$ cat config.mk
export PLATFORM = sky130hd
export DESIGN_NAME = exc_ctrl
export DESIGN_NICKNAME = d
export VERILOG_FILES = /design/src/rtl/exc_pkg.sv /design/src/rtl/exc_prio_enc.sv /design/src/rtl/exc_ctrl.sv
export SDC_FILE = /design/constraint.sdc
export NUM_CORES = 1
export LEC_CHECK = 0
export CORE_AREA = 2 2 107 109
export CTS_CLUSTER_SIZE = 12
export DETAILED_ROUTE_END_ITERATION = 8
export DIE_AREA = 0 0 109 111
export PLACE_DENSITY = 0.7
export SYNTH_ARGS = -nofsm -noshare
export SYNTH_HDL_FRONTEND = slang
export SYNTH_SLANG_ARGS = --single-unit
$ cat constraint.sdc
create_clock -name clk -period 3.9 [get_ports clk]
set_input_delay 0.39 -clock clk [delete_from_list [all_inputs] [get_ports clk]]
set_output_delay 0.39 -clock clk [all_outputs]
set_load 0.005 [all_outputs]
$ cat src/rtl/exc_pkg.sv
// exc_pkg: shared definitions for the MEM-stage exception resolver.
//   - except_type codes driven to CP0
//   - CP0 register addresses used for mtc0 bypass
//   - status register bit positions
//   - exc_state_t FSM encoding
//   - exc_stat_idx(): maps an except_type code to its statistics slot
package exc_pkg;

   localparam logic [31:0] EXC_NONE     = 32'h0;
   localparam logic [31:0] EXC_INT      = 32'h1;
   localparam logic [31:0] EXC_INVALID  = 32'ha;
   localparam logic [31:0] EXC_SYSCALL  = 32'h8;
   localparam logic [31:0] EXC_TRAP     = 32'hd;
   localparam logic [31:0] EXC_OVERFLOW = 32'hc;
   localparam logic [31:0] EXC_ERET     = 32'he;

   // exc_flags_i bit positions
   localparam int unsigned FLAG_INVALID  = 4;
   localparam int unsigned FLAG_SYSCALL  = 3;
   localparam int unsigned FLAG_TRAP     = 2;
   localparam int unsigned FLAG_OVERFLOW = 1;
   localparam int unsigned FLAG_ERET     = 0;

   localparam logic [4:0] CP0_STATUS = 5'd12;
   localparam logic [4:0] CP0_CAUSE  = 5'd13;
   localparam logic [4:0] CP0_EPC    = 5'd14;

   localparam int unsigned STATUS_IE    = 0;
   localparam int unsigned STATUS_EXL   = 1;
   localparam int unsigned STATUS_IM_LO = 8;
   localparam int unsigned STATUS_IM_HI = 15;

   typedef enum logic {IDLE, FLUSH} exc_state_t;

   // Statistics slot order: int, invalid, syscall, trap, overflow, eret
   function automatic logic [2:0] exc_stat_idx(input logic [31:0] code);
      logic [2:0] idx;
      idx = 3'd0;
      case (code)
         EXC_INT:      idx = 3'd0;
         EXC_INVALID:  idx = 3'd1;
         EXC_SYSCALL:  idx = 3'd2;
         EXC_TRAP:     idx = 3'd3;
         EXC_OVERFLOW: idx = 3'd4;
         EXC_ERET:     idx = 3'd5;
         default:      idx = 3'd0;
      endcase
      return idx;
   endfunction

endpackage

$ cat src/rtl/exc_prio_enc.sv
// exc_prio_enc: combinational priority encoder for exception sources.
// Ports:
//   i_int   - interrupt to be taken (already qualified)
//   i_flags - {inst_invalid, syscall, trap, overflow, eret}
//   o_code  - except_type code of the highest-priority active source, 0 if none
// Priority: interrupt > invalid > syscall > trap > overflow > eret.
module exc_prio_enc
   import exc_pkg::*;
(
   input  logic        i_int,
   input  logic [4:0]  i_flags,
   output logic [31:0] o_code
);

   always_comb begin
      o_code = EXC_NONE;
      if (i_int)                         o_code = EXC_INT;
      else if (i_flags[FLAG_INVALID])    o_code = EXC_INVALID;
      else if (i_flags[FLAG_SYSCALL])    o_code = EXC_SYSCALL;
      else if (i_flags[FLAG_TRAP])       o_code = EXC_TRAP;
      else if (i_flags[FLAG_OVERFLOW])   o_code = EXC_OVERFLOW;
      else if (i_flags[FLAG_ERET])       o_code = EXC_ERET;
   end

endmodule

$ cat src/rtl/exc_ctrl.sv
// exc_ctrl: MEM-stage exception resolver, producer side of the CP0 exception interface.
// Merges instruction exception flags with pending interrupts, picks the winner,
// then flushes IF..MEM for FLUSH_CYCLES cycles and supplies the redirect PC.
// Ports:
//   clk, rst (async, active-low)
//   mem_valid_i, stall_i, mem_pc_i, mem_in_delayslot_i, exc_flags_i - MEM instruction
//   cp0_status_i, cp0_cause_i, cp0_epc_i                           - CP0 register values
//   wb_cp0_we_i, wb_cp0_waddr_i, wb_cp0_data_i                     - in-flight WB mtc0
//   except_type_o, pc_o, is_in_delayslot_o                         - to CP0
//   flush_o, new_pc_o, int_pending_o                               - pipeline control
// Optional: define EXC_CTRL_STATS_EN to add exc_cnt_o, six 16-bit saturating
// per-exception counters packed int [15:0] .. eret [95:80].
module exc_ctrl
   import exc_pkg::*;
#(
   parameter logic [31:0] EXC_VECTOR   = 32'hBFC00380,
   parameter int unsigned FLUSH_CYCLES = 1
) (
   input  logic        clk,
   input  logic        rst,
   input  logic        mem_valid_i,
   input  logic        stall_i,
   input  logic [31:0] mem_pc_i,
   input  logic        mem_in_delayslot_i,
   input  logic [4:0]  exc_flags_i,
   input  logic [31:0] cp0_status_i,
   input  logic [31:0] cp0_cause_i,
   input  logic [31:0] cp0_epc_i,
   input  logic        wb_cp0_we_i,
   input  logic [4:0]  wb_cp0_waddr_i,
   input  logic [31:0] wb_cp0_data_i,
   output logic [31:0] except_type_o,
   output logic [31:0] pc_o,
   output logic        is_in_delayslot_o,
   output logic        flush_o,
   output logic [31:0] new_pc_o,
   output logic        int_pending_o
`ifdef EXC_CTRL_STATS_EN
   ,
   output logic [95:0] exc_cnt_o
`endif
);

   localparam logic [2:0] FLUSH_LAST = 3'(FLUSH_CYCLES - 1);

   exc_state_t  r_state;
   logic [2:0]  r_cnt;
   logic        r_flush;
   logic [31:0] r_new_pc;
   logic        r_int_pending;

   logic [31:0] w_eff_status;
   logic [7:0]  w_eff_ip;
   logic [31:0] w_eff_epc;
   logic        w_int_cond;
   logic        w_accept;
   logic        w_fire;
   logic [31:0] w_code;
   logic        w_unused_bits;

   // Bypass the WB mtc0 so decisions see the value CP0 is about to hold.
   // Only the software-writable cause bits 9:8 are bypassed; 15:10 are hardware lines.
   always_comb begin
      w_eff_status = cp0_status_i;
      w_eff_ip     = cp0_cause_i[15:8];
      w_eff_epc    = cp0_epc_i;
      if (wb_cp0_we_i) begin
         unique case (wb_cp0_waddr_i)
            CP0_STATUS: w_eff_status = wb_cp0_data_i;
            CP0_CAUSE:  w_eff_ip[1:0] = wb_cp0_data_i[9:8];
            CP0_EPC:    w_eff_epc = wb_cp0_data_i;
            default: ;
         endcase
      end
   end

   assign w_int_cond = w_eff_status[STATUS_IE] & ~w_eff_status[STATUS_EXL]
                     & |(w_eff_ip & w_eff_status[STATUS_IM_HI:STATUS_IM_LO]);

   assign w_accept = (r_state == IDLE) & mem_valid_i & ~stall_i;

   // Gating the sources with accept forces a zero code during FLUSH, stalls and bubbles.
   // Requiring both the registered and the live condition lets a same-cycle mtc0
   // that masks interrupts win.
   exc_prio_enc u_prio_enc (
      .i_int   (w_accept & r_int_pending & w_int_cond),
      .i_flags (exc_flags_i & {5{w_accept}}),
      .o_code  (w_code)
   );

   assign except_type_o     = w_code;
   assign pc_o              = mem_pc_i;
   assign is_in_delayslot_o = mem_in_delayslot_i;
   assign flush_o           = r_flush;
   assign new_pc_o          = r_new_pc;
   assign int_pending_o     = r_int_pending;

   assign w_fire = w_accept & (w_code != EXC_NONE);

   always_ff @(posedge clk or negedge rst) begin
      if (!rst) begin
         r_state       <= IDLE;
         r_cnt         <= 3'd0;
         r_flush       <= 1'b0;
         r_new_pc      <= 32'h0;
         r_int_pending <= 1'b0;
      end else begin
         r_int_pending <= w_int_cond;
         unique case (r_state)
            IDLE: begin
               if (w_fire) begin
                  r_state  <= FLUSH;
                  r_flush  <= 1'b1;
                  r_new_pc <= (w_code == EXC_ERET) ? w_eff_epc : EXC_VECTOR;
                  r_cnt    <= FLUSH_LAST;
               end
            end
            FLUSH: begin
               if (r_cnt == 3'd0) begin
                  r_flush <= 1'b0;
                  r_state <= IDLE;
               end else begin
                  r_cnt <= r_cnt - 3'd1;
               end
            end
            default: r_state <= IDLE;
         endcase
      end
   end

`ifdef EXC_CTRL_STATS_EN
   logic [15:0] r_stat [6];
   logic [2:0]  w_stat_idx;

   assign w_stat_idx = exc_stat_idx(w_code);

   always_ff @(posedge clk or negedge rst) begin
      if (!rst) begin
         for (int i = 0; i < 6; i++) r_stat[i] <= 16'h0;
      end else if (w_fire && (r_stat[w_stat_idx] != 16'hFFFF)) begin
         r_stat[w_stat_idx] <= r_stat[w_stat_idx] + 16'd1;
      end
   end

   assign exc_cnt_o = {r_stat[5], r_stat[4], r_stat[3], r_stat[2], r_stat[1], r_stat[0]};
`endif

   assign w_unused_bits = ^{cp0_status_i[31:16], cp0_status_i[7:2], cp0_cause_i[31:16],
                            cp0_cause_i[7:0], w_eff_status[31:16], w_eff_status[7:2]};

endmodule

==> results_dict.tcl, run 1 <==
set metrics [dict create \
    cp_cell_sequence "clkdlybuf4s50_1 > and4b_1 > and2_4 > mux2_2 > a221oi_4 > a41oi_4 > nand2b_1 > nor4_1 > clkdlybuf4s50_1" \
    drtIter0Drc 66 \
    final_area_mm2 0.00390 \
    setup_viol 0 \
    htree_num_levels 2 \
    routed-via-count 2138 \
    core-area_mm2 0.0111 \
    post_drt_wl_per_cell_um 14.6 \
    leakage_uw 0.00155 \
    fillers 1128 \
    cts_max_path_buffers 2 \
    max_clock_freq_mhz 270 \
    synth_ff_type "dfrtp_1" \
    grt_setup_unrepaired "false" \
    post_cts_buffers 0 \
    criticalPathCategory "primary input to output pin" \
    grt_overflow_total 0 \
    crit_path_top_delay_cell "clkdlybuf4s50_1" \
    slew_headroom_pct 42.2 \
    skew_ps 4.74 \
    ys_types 39 \
    grt_pass1_wl_um 11300 \
    tns_ps 0 \
    fin_crit_sh_pct 94.9 \
    cts-root-buf "clkbuf_16" \
    yosysTopAreaCellShare_pct 36.3 \
    final_common_cell "clkdlybuf4s50_1" \
    cts_tree "built" \
    ys_warn_count 0 \
    cp-end-kind "output pin" \
    cts.sinks 38 \
    hpwlAfterDp_um 5740 \
    via_per_inst 4.36 \
    nNetsFinal 526 \
    fp.dieH_um 111 \
    finalPower_uw 1190 \
    critPathBufInv 2 \
    io_buffers 134 \
    hold_buffers 0 \
    worstPathRequired_ps 3510 \
    async_reset_ff_share_pct 100 \
    synth_top_area_cell "dfrtp_1" \
    layout_min_cycle_time_ps 3700 \
    hold_violations 0 \
    netlist_top_cells_area "dfrtp_1, buf_4, mux2_2" \
    grt_max_degree 39 \
    layout-drive-gt1-share_pct 13.8 \
    ff_latch_area_um2 951 \
    critPathTopFamily "simple AND/OR/NAND/NOR gates" \
    ys_ff_latch 38 \
    first_global_vias 2301 \
    min_path_type "primary input to asynchronous set/reset pin" \
    ir_drop_mv 0.148 \
    synthToLayoutAreaGrowth_pct 48.9 \
    layout_common_cells "clkdlybuf4s50_1, dfrtp_1, conb_1" \
    postSynthAreaPerCell_um2 10.7 \
    antenna_left 0 \
    dr.pass1.iters 4 \
    clkLatencyLatePin_ps 270 \
    num_io_pins 275 \
    cpPeakStageDelay_ps 550 \
    powerDensity_mw_per_mm2 305 \
    clkSlewWorstSetupHoldPaths_ps 60 \
    syn-instance-count 244 \
    synth_seq_area_share_pct 36.3 \
    drc_errors 0 \
    crit_path_start_kind "primary input" \
    slew_violations 0 \
    multiInputGateArea_mm2 0.00122 \
    gp_congestion 0.779 \
    grt_usage_pct 11.9 \
    cp_max_fo 6 \
    diodes 0 \
    worstMarginPinSlew_ps 868 \
    run_status "complete, no violations" \
    cts_resized 0 \
    synth_edf_count 0 \
    maxCapViolCount 0 \
    finalWirelength_um 7170 \
    grt_antenna_before_repair 0 \
    syn_area_mm2 0.00262 \
    cts_buffers 5 \
    start_util_pct 23.7 \
    dieArea_mm2 0.0121 \
    arrival_ps 3310 \
    row_count 39 \
    path_common_cell "clkdlybuf4s50_1" \
    chipWidth_um 109 \
    placedInstanceArea_mm2 0.00376 \
]
[through the flow]
stage	setup WS (ps)	util, %	hold slack, ps	cells
after floorplan	1280	-	94.4	271
final	199	35.2	224	490
after CTS	3.24	35.2	269	490
after global placement	17.8	33.9	488	484
after global routing	15.3	35.2	308	490
after detailed placement	38.3	33.9	492	484
[final cells by class]
class,count,share of cell area [%]
clock buffer,6,3.56
sequential,38,24.4
timing repair buffer,142,35.8
tap,143,4.59
inverter,5,0.481
multi-input combinational,156,31.2
[worst paths after layout]
path / start / endpoint / slack (ps) / depth (start not counted)
max in group asynchronous: rst / new_pc_o[15] / 3110 / 1
max: wb_cp0_waddr_i[0] / except_type_o[2] / 200 / 9
min reg2reg: new_pc_o[12] / new_pc_o[12] / 500 / 1
min in group clk: new_pc_o[12] / new_pc_o[12] / 500 / 1
min: rst / new_pc_o[30] / 220 / 1
max reg2reg: int_pending_o / new_pc_o[22] / 2360 / 5
[where the power goes]
| part | internal (uW) | switching [uW] | total (uW) |
|---|---|---|---|
| Clock | 247 | 145 | 392 |
| Sequential | 434 | 23.4 | 457 |
| Combinational | 203 | 140 | 343 |
| Total | 883 | 308 | 1190 |
[cell usage after synthesis, types with 2 or more instances]
cell,count
and2_1,2
o21ai_0,2
buf_6,4
a221oi_4,2
o21ai_1,2
buf_4,64
ha_1,2
dfrtp_1,38
inv_1,5
clkbuf_1,3
a31oi_1,2
mux2_2,25
nor2_1,7
mux2i_1,13
nand2_1,10
and3b_1,2
a2bb2oi_1,12
a21oi_1,4
nor3_1,2
a22o_1,21
nand2b_1,2
nand3_1,3
[registers in the layout, indices dropped and copies added (netlist names)]
signal,count
r_state,1
flush_o,1
new_pc_o,32
int_pending_o,1
r_cnt,3
[kinds of logic after synthesis]
| logic type | count (synthesis) | share of synthesized area, % |
|---|---|---|
| AND/OR/NAND/NOR | 36 | 7.55 |
| AO/OA/AOI/OAI | 52 | 18.0 |
| flip-flops | 38 | 36.3 |
| multiplexers | 38 | 15.7 |
| adder cells (fa/ha/maj) | 2 | 0.955 |
| other | 1 | 0.143 |
| buffers and inverters | 77 | 21.4 |
[per-layer routing]
| metal | GRT usage (%) | vias up | wire length, um |
|---|---|---|---|
| li1 | - | 997 | - |
| met1 | 13.1 | 1018 | 2730 |
| met2 | 21.7 | 103 | 3770 |
| met3 | 3.06 | 20 | 529 |
| met4 | 3.76 | 0 | 140 |
| met5 | 0 | - | 0 |
(Power assumes the default switching activity.)
==> run 2: changes to the inputs <==
Settings changed: CTS_CLUSTER_DIAMETER set to 120, GPL_ROUTABILITY_DRIVEN set to 0, MAX_ROUTING_LAYER set to met4.
==> results_dict.tcl, run 2 (synthesis gave the netlist of run 1 again) <==
set metrics [dict create \
    final_common_cell "clkdlybuf4s50_1" \
    fin_crit_sh_pct 94.9 \
    cts_buffers 5 \
    tns_ps 0 \
    routed-via-count 2139 \
    fillers 1128 \
    hold_violations 0 \
    chipWidth_um 109 \
    layout_min_cycle_time_ps 3700 \
    largest_register_ffs 32 \
    core-area_mm2 0.0111 \
    powerDensity_mw_per_mm2 305 \
    cts_max_path_buffers 2 \
    grt_pass1_wl_um 11300 \
    ir_drop_mv 0.148 \
    post_drt_wl_per_cell_um 14.6 \
    grt_overflow_total 0 \
    grt_setup_unrepaired "false" \
    drc_errors 0 \
    criticalPathCategory "primary input to output pin" \
    synthToLayoutAreaGrowth_pct 48.9 \
    start_util_pct 23.7 \
    antenna_left 0 \
    via_per_inst 4.37 \
    gr-usage-met2_pct 21.6 \
    slew_headroom_pct 42.2 \
    dr.pass1.iters 4 \
    grt_usage_pct 12.2 \
    row_count 39 \
    hold_buffers 0 \
    arrival_ps 3310 \
    met1_usage_pct 13.3 \
    post_cts_buffers 0 \
    grt_max_degree 39 \
    finalWirelength_um 7150 \
    cp_max_fo 6 \
    use_met3_pct 3.00 \
    grt_antenna_before_repair 0 \
    worstPathRequired_ps 3510 \
    grt_busiest_layer "met2" \
    layout-drive-gt1-share_pct 13.8 \
    cts-root-buf "clkbuf_16" \
    min_path_type "primary input to asynchronous set/reset pin" \
    maxCapViolCount 0 \
    cp-end-kind "output pin" \
    io_buffers 134 \
    clkSlewWorstSetupHoldPaths_ps 60 \
    setup_viol 0 \
    htree_num_levels 2 \
    nNetsFinal 526 \
    diodes 0 \
    cts.sinks 38 \
    dieArea_mm2 0.0121 \
    leakage_uw 0.00155 \
    clkLatencyLatePin_ps 270 \
    drtIter0Drc 70 \
    worstMarginPinSlew_ps 867 \
    cts_resized 0 \
    run_status "complete, no violations" \
    num_io_pins 275 \
    max_clock_freq_mhz 270 \
    final_util_pct 35.2 \
    crit_path_start_kind "primary input" \
    layout_common_cells "clkdlybuf4s50_1, dfrtp_1, conb_1" \
    hpwlAfterDp_um 5740 \
    slew_violations 0 \
    cts_tree "built" \
    first_global_vias 2297 \
    skew_ps 4.76 \
    fp.dieH_um 111 \
]
==> run 2: critical path: stages <==
cell             delay, ps
clkdlybuf4s50_1        450
and4b_1                340
and2_4                 220
mux2_2                 370
a221oi_4               360
a41oi_4                180
nand2b_1               220
nor4_1                 240
clkdlybuf4s50_1        550
==> run 2: path summary, 6_finish.rpt <==
| path | cells after the start | endpoint | slack (ps) | startpoint |
|---|---|---|---|---|
| worst max-delay path | 9 | except_type_o[2] | 200 | wb_cp0_waddr_i[0] |
| worst min-delay path | 1 | new_pc_o[30] | 220 | rst |
| worst max register to register | 5 | new_pc_o[22] | 2360 | int_pending_o |
| worst min register to register | 1 | new_pc_o[12] | 500 | new_pc_o[12] |
| max in group asynchronous | 1 | new_pc_o[15] | 3110 | rst |
| min in group clk | 1 | new_pc_o[12] | 500 | new_pc_o[12] |
==> run 2: area by class of cell <==
class	instances	area [um^2]	share of cell area, %
clock buffer	6	139	3.56
inverter	5	18.8	0.481
multi-input combinational	156	1220	31.2
sequential	38	951	24.4
tap	143	179	4.59
timing repair buffer	142	1400	35.8
==> run 2: metrics by stage <==
stage                     std cells  hold WS (ps)  setup slack, ps  total power (uW)  area, um^2
after detailed placement        484           492             38.3               813        3760
after global placement          484           488             17.8               801        3760
after floorplan                 271          94.4             1280               667        2720
after global routing            490           308             15.3              1270        3900
final                           490           225              199              1190        3900
after CTS                       490           269             3.24              1220        3900
==> run 2: where the power goes <==
| group | total, uW | switching [uW] | internal, uW |
|---|---|---|---|
| clock network | 391 | 144 | 247 |
| logic | 343 | 140 | 203 |
| registers | 457 | 23.5 | 434 |
| total | 1190 | 308 | 883 |
==> run 2: per-layer routing <==
layer	wire length, um	share of wire, %
met1	2740	38
met2	3750	52
met3	518	7.2
met4	141	2.0
met5	0	0
